## config.mk

```make
export PLATFORM = sky130hd
export DESIGN_NAME = fifo_uart_tx
export DESIGN_NICKNAME = d
export VERILOG_FILES = /design/src/rtl/fifo_uart_tx.sv
export SDC_FILE = /design/constraint.sdc
export NUM_CORES = 1
export LEC_CHECK = 0
export CAP_MARGIN = 20
export CORE_MARGIN = 8
export CORE_UTILIZATION = 35
export DETAILED_ROUTE_END_ITERATION = 8
export GPL_ROUTABILITY_DRIVEN = 1
export HOLD_SLACK_MARGIN = 0.06
export MAX_ROUTING_LAYER = met4
export PLACE_DENSITY = 0.64
export SYNTH_ARGS = -nofsm -noshare
export SYNTH_HDL_FRONTEND = slang
export SYNTH_SLANG_ARGS = --single-unit
```

## constraint.sdc

```tcl
create_clock -name i_clk -period 2.2 [get_ports i_clk]
set_clock_uncertainty 0.15 [all_clocks]
set_input_delay 0.33 -clock i_clk [delete_from_list [all_inputs] [get_ports i_clk]]
set_output_delay 0.33 -clock i_clk [all_outputs]
set_load 0.02 [all_outputs]
```

## src/rtl/fifo_uart_tx.sv

```systemverilog
// UART transmitter draining a first-word-fall-through FIFO; tx falls the cycle after the pop and tx_en only gates new frames.
// Define FIFO_UART_TX_PARITY_EN to insert an even parity bit between the last data bit and the stop bit(s).
module fifo_uart_tx #(
  parameter int dat_width    = 8,
  parameter int clks_per_bit = 434,
  parameter int stop_bits    = 1
) (
  input  logic                 i_clk,
  input  logic                 i_reset,
  input  logic                 i_tx_en,
  input  logic                 i_fifo_empty,
  input  logic [dat_width-1:0] i_fifo_data,
  output logic                 o_fifo_rd,
  output logic                 o_tx,
  output logic                 o_busy
);

  localparam int                BIDX_W    = (dat_width > 1) ? $clog2(dat_width) : 1;
  localparam logic [15:0]       BIT_LAST  = 16'(clks_per_bit - 1);
  localparam logic [BIDX_W-1:0] LAST_DAT  = BIDX_W'(dat_width - 1);
  localparam logic [BIDX_W-1:0] LAST_STOP = BIDX_W'(stop_bits - 1);

`ifdef FIFO_UART_TX_PARITY_EN
  typedef enum logic [2:0] {
    S_IDLE   = 3'd0,
    S_START  = 3'd1,
    S_DATA   = 3'd2,
    S_STOP   = 3'd3,
    S_PARITY = 3'd4
  } state_t;
`else
  typedef enum logic [1:0] {
    S_IDLE  = 2'd0,
    S_START = 2'd1,
    S_DATA  = 2'd2,
    S_STOP  = 2'd3
  } state_t;
`endif

  state_t               r_state;
  state_t               w_state_nxt;
  logic [15:0]          r_bcnt;
  logic [BIDX_W-1:0]    r_bidx;
  logic [dat_width-1:0] r_shreg;
  logic [dat_width-1:0] w_shreg_nxt;
  logic                 r_tx;
  logic                 w_tx_nxt;
  logic                 w_pop;
  logic                 w_bit_end;
`ifdef FIFO_UART_TX_PARITY_EN
  logic                 r_par;
  logic                 w_par_nxt;
`endif

  // Pop is gated by reset so the FIFO never loses a word while we are held in reset.
  assign w_pop     = i_reset & i_tx_en & ~i_fifo_empty & (r_state == S_IDLE);
  assign w_bit_end = (r_bcnt == BIT_LAST);
  assign o_tx      = r_tx;

  always_ff @(posedge i_clk) begin
    if (!i_reset) begin
      r_state <= S_IDLE;
    end else begin
      r_state <= w_state_nxt;
    end
  end

  always_comb begin
    w_state_nxt = r_state;
    case (r_state)
      S_IDLE:  if (w_pop) w_state_nxt = S_START;
      S_START: if (w_bit_end) w_state_nxt = S_DATA;
      S_DATA: begin
        if (w_bit_end && (r_bidx == LAST_DAT)) begin
`ifdef FIFO_UART_TX_PARITY_EN
          w_state_nxt = S_PARITY;
`else
          w_state_nxt = S_STOP;
`endif
        end
      end
`ifdef FIFO_UART_TX_PARITY_EN
      S_PARITY: if (w_bit_end) w_state_nxt = S_STOP;
`endif
      S_STOP:  if (w_bit_end && (r_bidx == LAST_STOP)) w_state_nxt = S_IDLE;
      default: w_state_nxt = S_IDLE;
    endcase
  end

  // tx is registered from the next-state view so the line changes on the same edge as the state.
  always_comb begin
    o_fifo_rd   = w_pop;
    o_busy      = i_reset & ((r_state != S_IDLE) | w_pop);
    w_shreg_nxt = r_shreg;
    if (w_pop) begin
      w_shreg_nxt = i_fifo_data;
    end else if ((r_state == S_DATA) && w_bit_end) begin
      w_shreg_nxt = r_shreg >> 1;
    end
`ifdef FIFO_UART_TX_PARITY_EN
    w_par_nxt = w_pop ? ^i_fifo_data : r_par;
`endif
    case (w_state_nxt)
      S_START:  w_tx_nxt = 1'b0;
      S_DATA:   w_tx_nxt = w_shreg_nxt[0];
`ifdef FIFO_UART_TX_PARITY_EN
      S_PARITY: w_tx_nxt = w_par_nxt;
`endif
      default:  w_tx_nxt = 1'b1;
    endcase
  end

  always_ff @(posedge i_clk) begin
    if (!i_reset) begin
      r_bcnt  <= 16'd0;
      r_bidx  <= '0;
      r_shreg <= '0;
      r_tx    <= 1'b1;
`ifdef FIFO_UART_TX_PARITY_EN
      r_par   <= 1'b0;
`endif
    end else begin
      r_shreg <= w_shreg_nxt;
      r_tx    <= w_tx_nxt;
`ifdef FIFO_UART_TX_PARITY_EN
      r_par   <= w_par_nxt;
`endif
      if ((r_state == S_IDLE) || w_bit_end) begin
        r_bcnt <= 16'd0;
      end else begin
        r_bcnt <= r_bcnt + 16'd1;
      end
      // bidx counts data bits, then is reused to count stop bits.
      if (r_state == S_IDLE) begin
        r_bidx <= '0;
      end else if (w_bit_end && ((r_state == S_DATA) || (r_state == S_STOP))) begin
        r_bidx <= (w_state_nxt != r_state) ? '0 : r_bidx + BIDX_W'(1);
      end
    end
  end

endmodule

```

==> results of run 1 <==
## final timing paths
path | cells past startpoint | end | slack, ns | from
worst max-delay path | 5 | o_fifo_rd | 0.09 | i_reset
worst min register to register | 1 | r_bcnt[0]$_SDFF_PP0_ | 0.31 | r_bcnt[0]$_SDFF_PP0_
worst max register to register | 6 | r_bcnt[5]$_SDFF_PP0_ | 0.25 | r_bcnt[0]$_SDFF_PP0_
worst min-delay path | 1 | r_bcnt[0]$_SDFF_PP0_ | 0.31 | r_bcnt[0]$_SDFF_PP0_
## final cells by class
cell class,instances,share of cell area [%]
multi-input combinational,126,43.6
sequential,30,33.3
inverter,8,1.66
clock buffer,8,6.10
timing repair buffer,24,11.9
tap,50,3.47
## cell usage in the layout, fill, tap and decap left out, types with 2 or more instances in the layout
cell type,count
dfxtp_1,30
buf_4,10
nand2_1,21
nand3b_1,3
xnor2_1,6
and4_1,2
nand4_1,4
nand3_1,8
a311oi_1,5
clkbuf_8,8
or3_1,4
ha_1,5
clkdlybuf4s50_1,12
nor3_1,2
nor2b_1,2
o21ai_0,4
inv_1,7
xor2_1,6
a21oi_1,6
nor2_1,26
mux2i_1,5
## power breakdown
part / internal (W) / total (W) / switching [W]
clock network: 0.000315 / 0.000508 / 0.000192
logic: 0.0000431 / 0.0000767 / 0.0000336
registers: 0.000555 / 0.000561 / 0.00000597
## metrics by stage
step / cells / TNS [ns] / util, % / instance area [µm²] / power, W
after global placement: 238 / -0.270 / 42.4 / 1700 / 0.000652
after detailed placement: 238 / -0.326 / 42.4 / 1700 / 0.000651
after global routing: 246 / 0 / 45.1 / 1800 / 0.00120
after CTS: 246 / 0 / 45.1 / 1800 / 0.00116
after floorplan: 172 / 0 / - / 1450 / 0.000609
final: 246 / 0 / 45.1 / 1800 / 0.00114
## state kept, by name, indices dropped and copies added, names as in the netlist
name and cells:
r_bidx 3, r_shreg 8, r_state 2, o_tx 1, r_bcnt 16
## cells by family (layout without fill, tap and decap cells)
group	count (synthesis)	count (layout)	share of synthesized area, %
compound gates	22	22	10.3
fa+ha+maj	5	5	4.30
mux	5	5	3.44
xor+xnor	12	12	7.23
buf+inv	16	40	4.56
simple gates	82	82	28.8
flops	30	30	41.3
## what timing repair did
action | in CTS | in global routing
endpoints found under the setup margin | 2 | 1
hold buffers | 0 | 0
resized for setup | 2 | 1
## worst register-to-register path, delay by kind of cell (launching register included)
family	cells	cell delay [ns]
flip-flops	1	0.37
AND/OR/NAND/NOR	4	0.96
buffers and inverters	1	0.17
adder cells (fa/ha/maj)	1	0.17
## per-layer routing
| layer | global-route usage (%) | up-vias |
|---|---|---|
| li1 | - | 637 |
| met1 | 10.5 | 486 |
| met2 | 13.6 | 23 |
| met3 | 3.79 | 2 |
| met4 | 6.55 | 0 |
| met5 | - | - |
==> results by group, run 1 <==
Placement
  – Dpl hpwl: roughly 2000 µm
  – Pre-CTS WS: -0.219 ns
  – GP Congestion: ~0.8
  – Port bufs: 14

Timing
  – Smallest hold slack: a little over 0.3 ns
  – Minimum clock period: around 2.1 ns
  – Period utilisation layout: 95.9%
  – Final setup viols: 0
  – Fmax: 474 MHz
  – Fin worst setup slack: 0.0895 ns
  – Final Hold Viols: 0
  – Fin. max-slew vios: 0
  – Actual transition at the worst max-transition pin: 0.519 ns
  – RSZ-0062 raised after global routing: false
  – Slew HR: between 60 and 70%

Critical path
  – Worst path top cell family by delay: buffers and inverters
  – Crit-path max FO: 2
  – Crit path capture type: output port
  – Crit-path cells: clkdlybuf4s50_1 > nand3b_1 > or3_1 > inv_1 > clkdlybuf4s15_1
  – Crit Path Category: in -> out
  – CP peak stage delay: 0.48 ns
  – WP buf/inv: 3
  – CP startpoint kind: input pin
  – Worst path slowest cell: clkdlybuf4s50_1
  – Worst path arrival time: 1.63 ns
  – Req. time, crit path: 1.72 ns

Pwr
  – Pwr dens: 635 nW/µm²
  – IR drop worst, VDD: 0.423 mV
  – Lkg Pwr: 0.646 nW

Layout
  – N_diodes: 0
  – Seq. cell area: roughly 600 µm²
  – Nets: 212
  – Area growth syn-to-layout: 24.1%
  – Fillcell total: 411
  – Fraction of layout cells with a size suffix above 1: 10.7%
  – Multi-input gate area: 787 µm²

Yosys
  – Main synth FF type: dfxtp_1
  – Asr flop ratio synth: 0%
  – Register area share after synthesis: 41.3%
  – Yosys top cell by area: dfxtp_1
  – Synth area leaders: dfxtp_1 (41%), nor2_1 (6.7%), nand2_1 (5.4%), ha_1 (4.3%), xnor2_1 (3.6%)
  – Syn avg cell area: 8.45 µm²
  – Most frequent cell after synthesis: dfxtp_1
  – Yosys cell types: 41
  – Syn nets: about 190
  – Synth warn: 0
  – Number of synthesized register bits: 30
  – Synth top area share: a little over 40%
  – Commonest cells in the netlist: dfxtp_1 (30), nor2_1 (26), nand2_1 (21)
  – Synth Cell Area: 1450 µm²
  – Post-synth EDFFs: 0
  – Cells after Synth: 172

Route
  – Total number of vias: 1148
  – Final antenna-violating net count: 0
  – Initial drt markers: 73
  – Drt drc: 0
  – Drt wl/cell: ~11 µm
  – DRT Wirelength: 2700 µm
  – TritonRoute pass-1 iters: 4
  – Met3 routed WL: 226 µm
  – Highest routing layer actually used: met4
  – Routed length on met1: between 1000 and 1500 µm
  – DR vias/cell: 4.67
  – WL met2: 1070 µm

Clocking
  – CTS Buffer Depth: 2
  – Root buffer cell: clkbuf_8
  – Clock latency on the worst-skew pair: 0.28 ns
  – CTS tree: yes
  – Clock sinks: 30
  – Reg clk slew, reported paths: ~0.06 ns
  – Setup bufs post-CTS: 0
  – CTS buffer count: 5
  – Clock H-tree levels: 2

Die
  – Die width: roughly 80 µm
  – Core Area: around 4000 µm²
  – Rows: 23
  – DIE AREA: 6470 µm²
  – Io pins: 15
  – Chip Height: 80.5 µm
  – Initial Util: 36.3%

Outcome
  – Status: complete, no violations

GRT
  – Vias in the first global route: roughly 1100
  – First-pass GRT wire length: 4650 µm
  – GRT overflow: 0
  – Initial antenna violation count: 0
  – Largest net degree at the start of global routing: 17
  – Gr usage total: 9.48%

Min path
  – HP Class: reg -> reg

Job
  – Max-cap viol count: 0
(Power assumes the default switching activity.)
==> inputs of run 2 (changes only) <==
--- a/config.mk
+++ b/config.mk
@@ -7,12 +7,12 @@
 export LEC_CHECK = 0
 export CAP_MARGIN = 20
 export CORE_MARGIN = 8
-export CORE_UTILIZATION = 35
+export CORE_UTILIZATION = 45
 export DETAILED_ROUTE_END_ITERATION = 8
 export GPL_ROUTABILITY_DRIVEN = 1
 export HOLD_SLACK_MARGIN = 0.06
 export MAX_ROUTING_LAYER = met4
-export PLACE_DENSITY = 0.64
+export PLACE_DENSITY = 0.76
 export SYNTH_ARGS = -nofsm -noshare
 export SYNTH_HDL_FRONTEND = slang
 export SYNTH_SLANG_ARGS = --single-unit
==> run 2 against run 1 <==
Effect of this change: largest power group unchanged; maximum frequency up 1.5%; first-iteration DRC count increased by 62%; utilization is 12 points higher; highest routed layer unchanged.
==> results by group, run 2 (synthesis gave the netlist of run 1 again) <==
Timing
  – Actual transition at the worst max-transition pin: 0.505 ns (was 0.519 ns)
  – Final setup viols: 0 (unchanged)
  – Fin. max-slew vios: 0 (unchanged)
  – Minimum clock period: 2.08 ns (was 2.11 ns)
  – RSZ-0062 raised after global routing: false (unchanged)
  – Final Hold Viols: 0 (unchanged)
  – Slew HR: 66.3% (was 65.4%)
  – Fin Setup TNS: 0 ns (unchanged)
  – Fmax: 481 MHz (was 474 MHz)
  – Period utilisation layout: 94.5% (was 95.9%)

Min path
  – HP Class: reg -> reg (unchanged)

Clocking
  – Post-CTS Hold Fix Bufs: 0 (unchanged)
  – CTS Buffer Depth: 2 (unchanged)
  – Reg clk slew, reported paths: 0.10 ns (was 0.06 ns)
  – CTS buffer count: 5 (unchanged)
  – Clock latency on the worst-skew pair: 0.32 ns (was 0.28 ns)
  – Clock H-tree levels: 2 (unchanged)
  – Root buffer cell: clkbuf_4 (was clkbuf_8)
  – Clock sinks: 30 (unchanged)
  – CTS tree: yes (unchanged)

Placement
  – Placed Cells: 230 (was 238)
  – GP Congestion: 0.807 (was 0.784)
  – Port bufs: 14 (unchanged)
  – Dpl hpwl: 2250 µm (was 1960 µm)

Critical path
  – CP startpoint kind: input pin (unchanged)
  – Worst path arrival time: 2.12 ns (was 1.63 ns)
  – CP peak stage delay: 0.48 ns (about the same)
  – Crit-path cells: clkdlybuf4s50_1 > nand3b_1 > or3_1 > buf_4 > mux2i_1 > nor4bb_2 > a41oi_1 (was clkdlybuf4s50_1 > nand3b_1 > or3_1 > inv_1 > clkdlybuf4s15_1)
  – Crit-path max FO: 14 (was 2)
  – Req. time, crit path: 2.24 ns (was 1.72 ns)
  – Crit Path Category: in -> reg (was in -> out)
  – Crit path capture type: register (was output port)
  – Worst path slowest cell: clkdlybuf4s50_1 (unchanged)

Pwr
  – Power consumption: 0.00107 W (was 0.00114 W)
  – IR drop worst, VDD: 0.422 mV (was 0.423 mV)
  – Pint: 0.000830 W (was 0.000913 W)
  – Comb pwr share: 7.1% (was 6.7%)
  – Pwr dens: 609 nW/µm² (was 635 nW/µm²)
  – Relative contribution of sequential cells to total power: 52.5% (was 49.0%)
  – Net load switching power: 0.000237 W (was 0.000232 W)
  – Sw Ratio: 22.2% (was 20.3%)
  – Lkg Pwr: 0.623 nW (was 0.646 nW)
  – Clk pwr share: 40.4% (was 44.3%)

Route
  – DR vias/cell: 5.28 (was 4.67)
  – DRT Wirelength: 2970 µm (was 2700 µm)
  – Drt wl/cell: 12.5 µm (was 11.0 µm)
  – Final antenna-violating net count: 0 (unchanged)
  – TritonRoute pass-1 iters: 4 (unchanged)
  – Total number of vias: 1256 (was 1148)
  – Drt drc: 0 (unchanged)
  – Initial drt markers: 118 (was 73)

GRT
  – Vias in the first global route: 1246 (was 1073)
  – Largest net degree at the start of global routing: 17 (unchanged)
  – GRT overflow: 0 (unchanged)
  – Gr usage total: 12.4% (was 9.48%)
  – Initial antenna violation count: 0 (unchanged)
  – First-pass GRT wire length: 5230 µm (was 4650 µm)

Die
  – Initial Util: 47.6% (was 36.3%)
  – Io pins: 15 (unchanged)
  – Core Area: 3050 µm² (was 4000 µm²)
  – DIE AREA: 5310 µm² (was 6470 µm²)
  – Die width: 72.8 µm (was 80.5 µm)
  – Rows: 20 (was 23)
  – Chip Height: 72.8 µm (was 80.5 µm)

Layout
  – Max reg flops: 16 (unchanged)
  – Commonest non-fill, non-tap cell in the layout: dfxtp_1 (unchanged)
  – Nets: 210 (was 212)
  – Largest Register: r_bcnt (unchanged)
  – Non-Filler Instances: 238 (was 246)
  – Largest regs: r_bcnt x16, r_shreg x8, r_bidx x3 (unchanged)
  – Most frequent cells in the layout: dfxtp_1 (30), nor2_1 (26), nand2_1 (21) (unchanged)
  – Fraction of layout cells with a size suffix above 1: 11.3% (was 10.7%)
  – Area growth syn-to-layout: 20.5% (was 24.1%)
  – N_diodes: 0 (unchanged)

Job
  – Max-cap viol count: 0 (unchanged)

Outcome
  – Status: complete, no violations (unchanged)
-- run 2: cell types whose count changed in the layout (fill, tap and decap cells not counted), sizes merged --
cell and change:
bufinv +1, clkinv +2, clkdlybuf4s15 -1, clkbuf -2, buf -2
-- run 2: power by group through the flow --
stage	clock network [W]	registers (W)	logic (W)
2_1_floorplan	0	0.000572	0.0000365
4_1_cts	0.000435	0.000560	0.0000756
3_3_place_gp	0	0.000572	0.0000744
6_report	0.000431	0.000560	0.0000759
5_1_grt	0.000464	0.000561	0.0000839
3_5_place_dp	0	0.000573	0.0000767
-- run 2: area by class of cell --
class / instances / area (µm²)
Fill cell: 298 / 1300
Multi-Input combinational cell: 126 / 795
Sequential cell: 30 / 601
Timing Repair Buffer: 22 / 194
Tap cell: 44 / 55.1
Clock inverter: 3 / 40.0
Clock buffer: 5 / 37.5
Inverter: 8 / 30.0
-- run 2: worst max-delay path: cells and delay by family --
kind                   cells  cell delay [ns]
muxes                      1             0.16
AOI/OAI and AO/OA          1             0.17
and+or+nand+nor            3             0.78
buffers and inverters      2             0.67
-- run 2: metal layers --
| metal | track usage, % | vias to the layer above | wire [µm] |
|---|---|---|---|
| li1 | - | 634 | - |
| met1 | 12.9 | 595 | 1250 |
| met2 | 21.3 | 21 | 1510 |
| met3 | 4.12 | 6 | 171 |
| met4 | 4.44 | 0 | 34 |
| met5 | - | - | 0 |
-- run 2: final timing paths --
path                              from                   end  slack [ns]  depth (start not counted)
setup / recovery               i_reset       o_tx$_SDFF_PN1_        0.12                          7
hold / removal    r_bcnt[0]$_SDFF_PP0_  r_bcnt[0]$_SDFF_PP0_        0.33                          1
setup reg to reg  r_bcnt[1]$_SDFF_PP0_       o_tx$_SDFF_PN1_        0.15                          8
hold reg to reg   r_bcnt[0]$_SDFF_PP0_  r_bcnt[0]$_SDFF_PP0_        0.33                          1
-- run 2: repair_timing --
action / 4_1_cts / 5_1_grt
endpoints found under the setup margin: 2 / 2
pin swaps: 0 / 1
buffers inserted: 0 / 0
resized for setup: 2 / 4
-- run 2: per-stage QoR --
step	cell area, µm²	hold slack, ns	setup WS [ns]	utilization (%)
6_report	1750	0.329	0.120	57.4
5_1_grt	1750	0.358	0.00887	57.4
4_1_cts	1750	0.333	0.0221	57.3
3_5_place_dp	1670	0.311	-0.243	54.8
3_3_place_gp	1670	0.299	-0.187	54.8
2_1_floorplan	1450	0.283	0.360	-
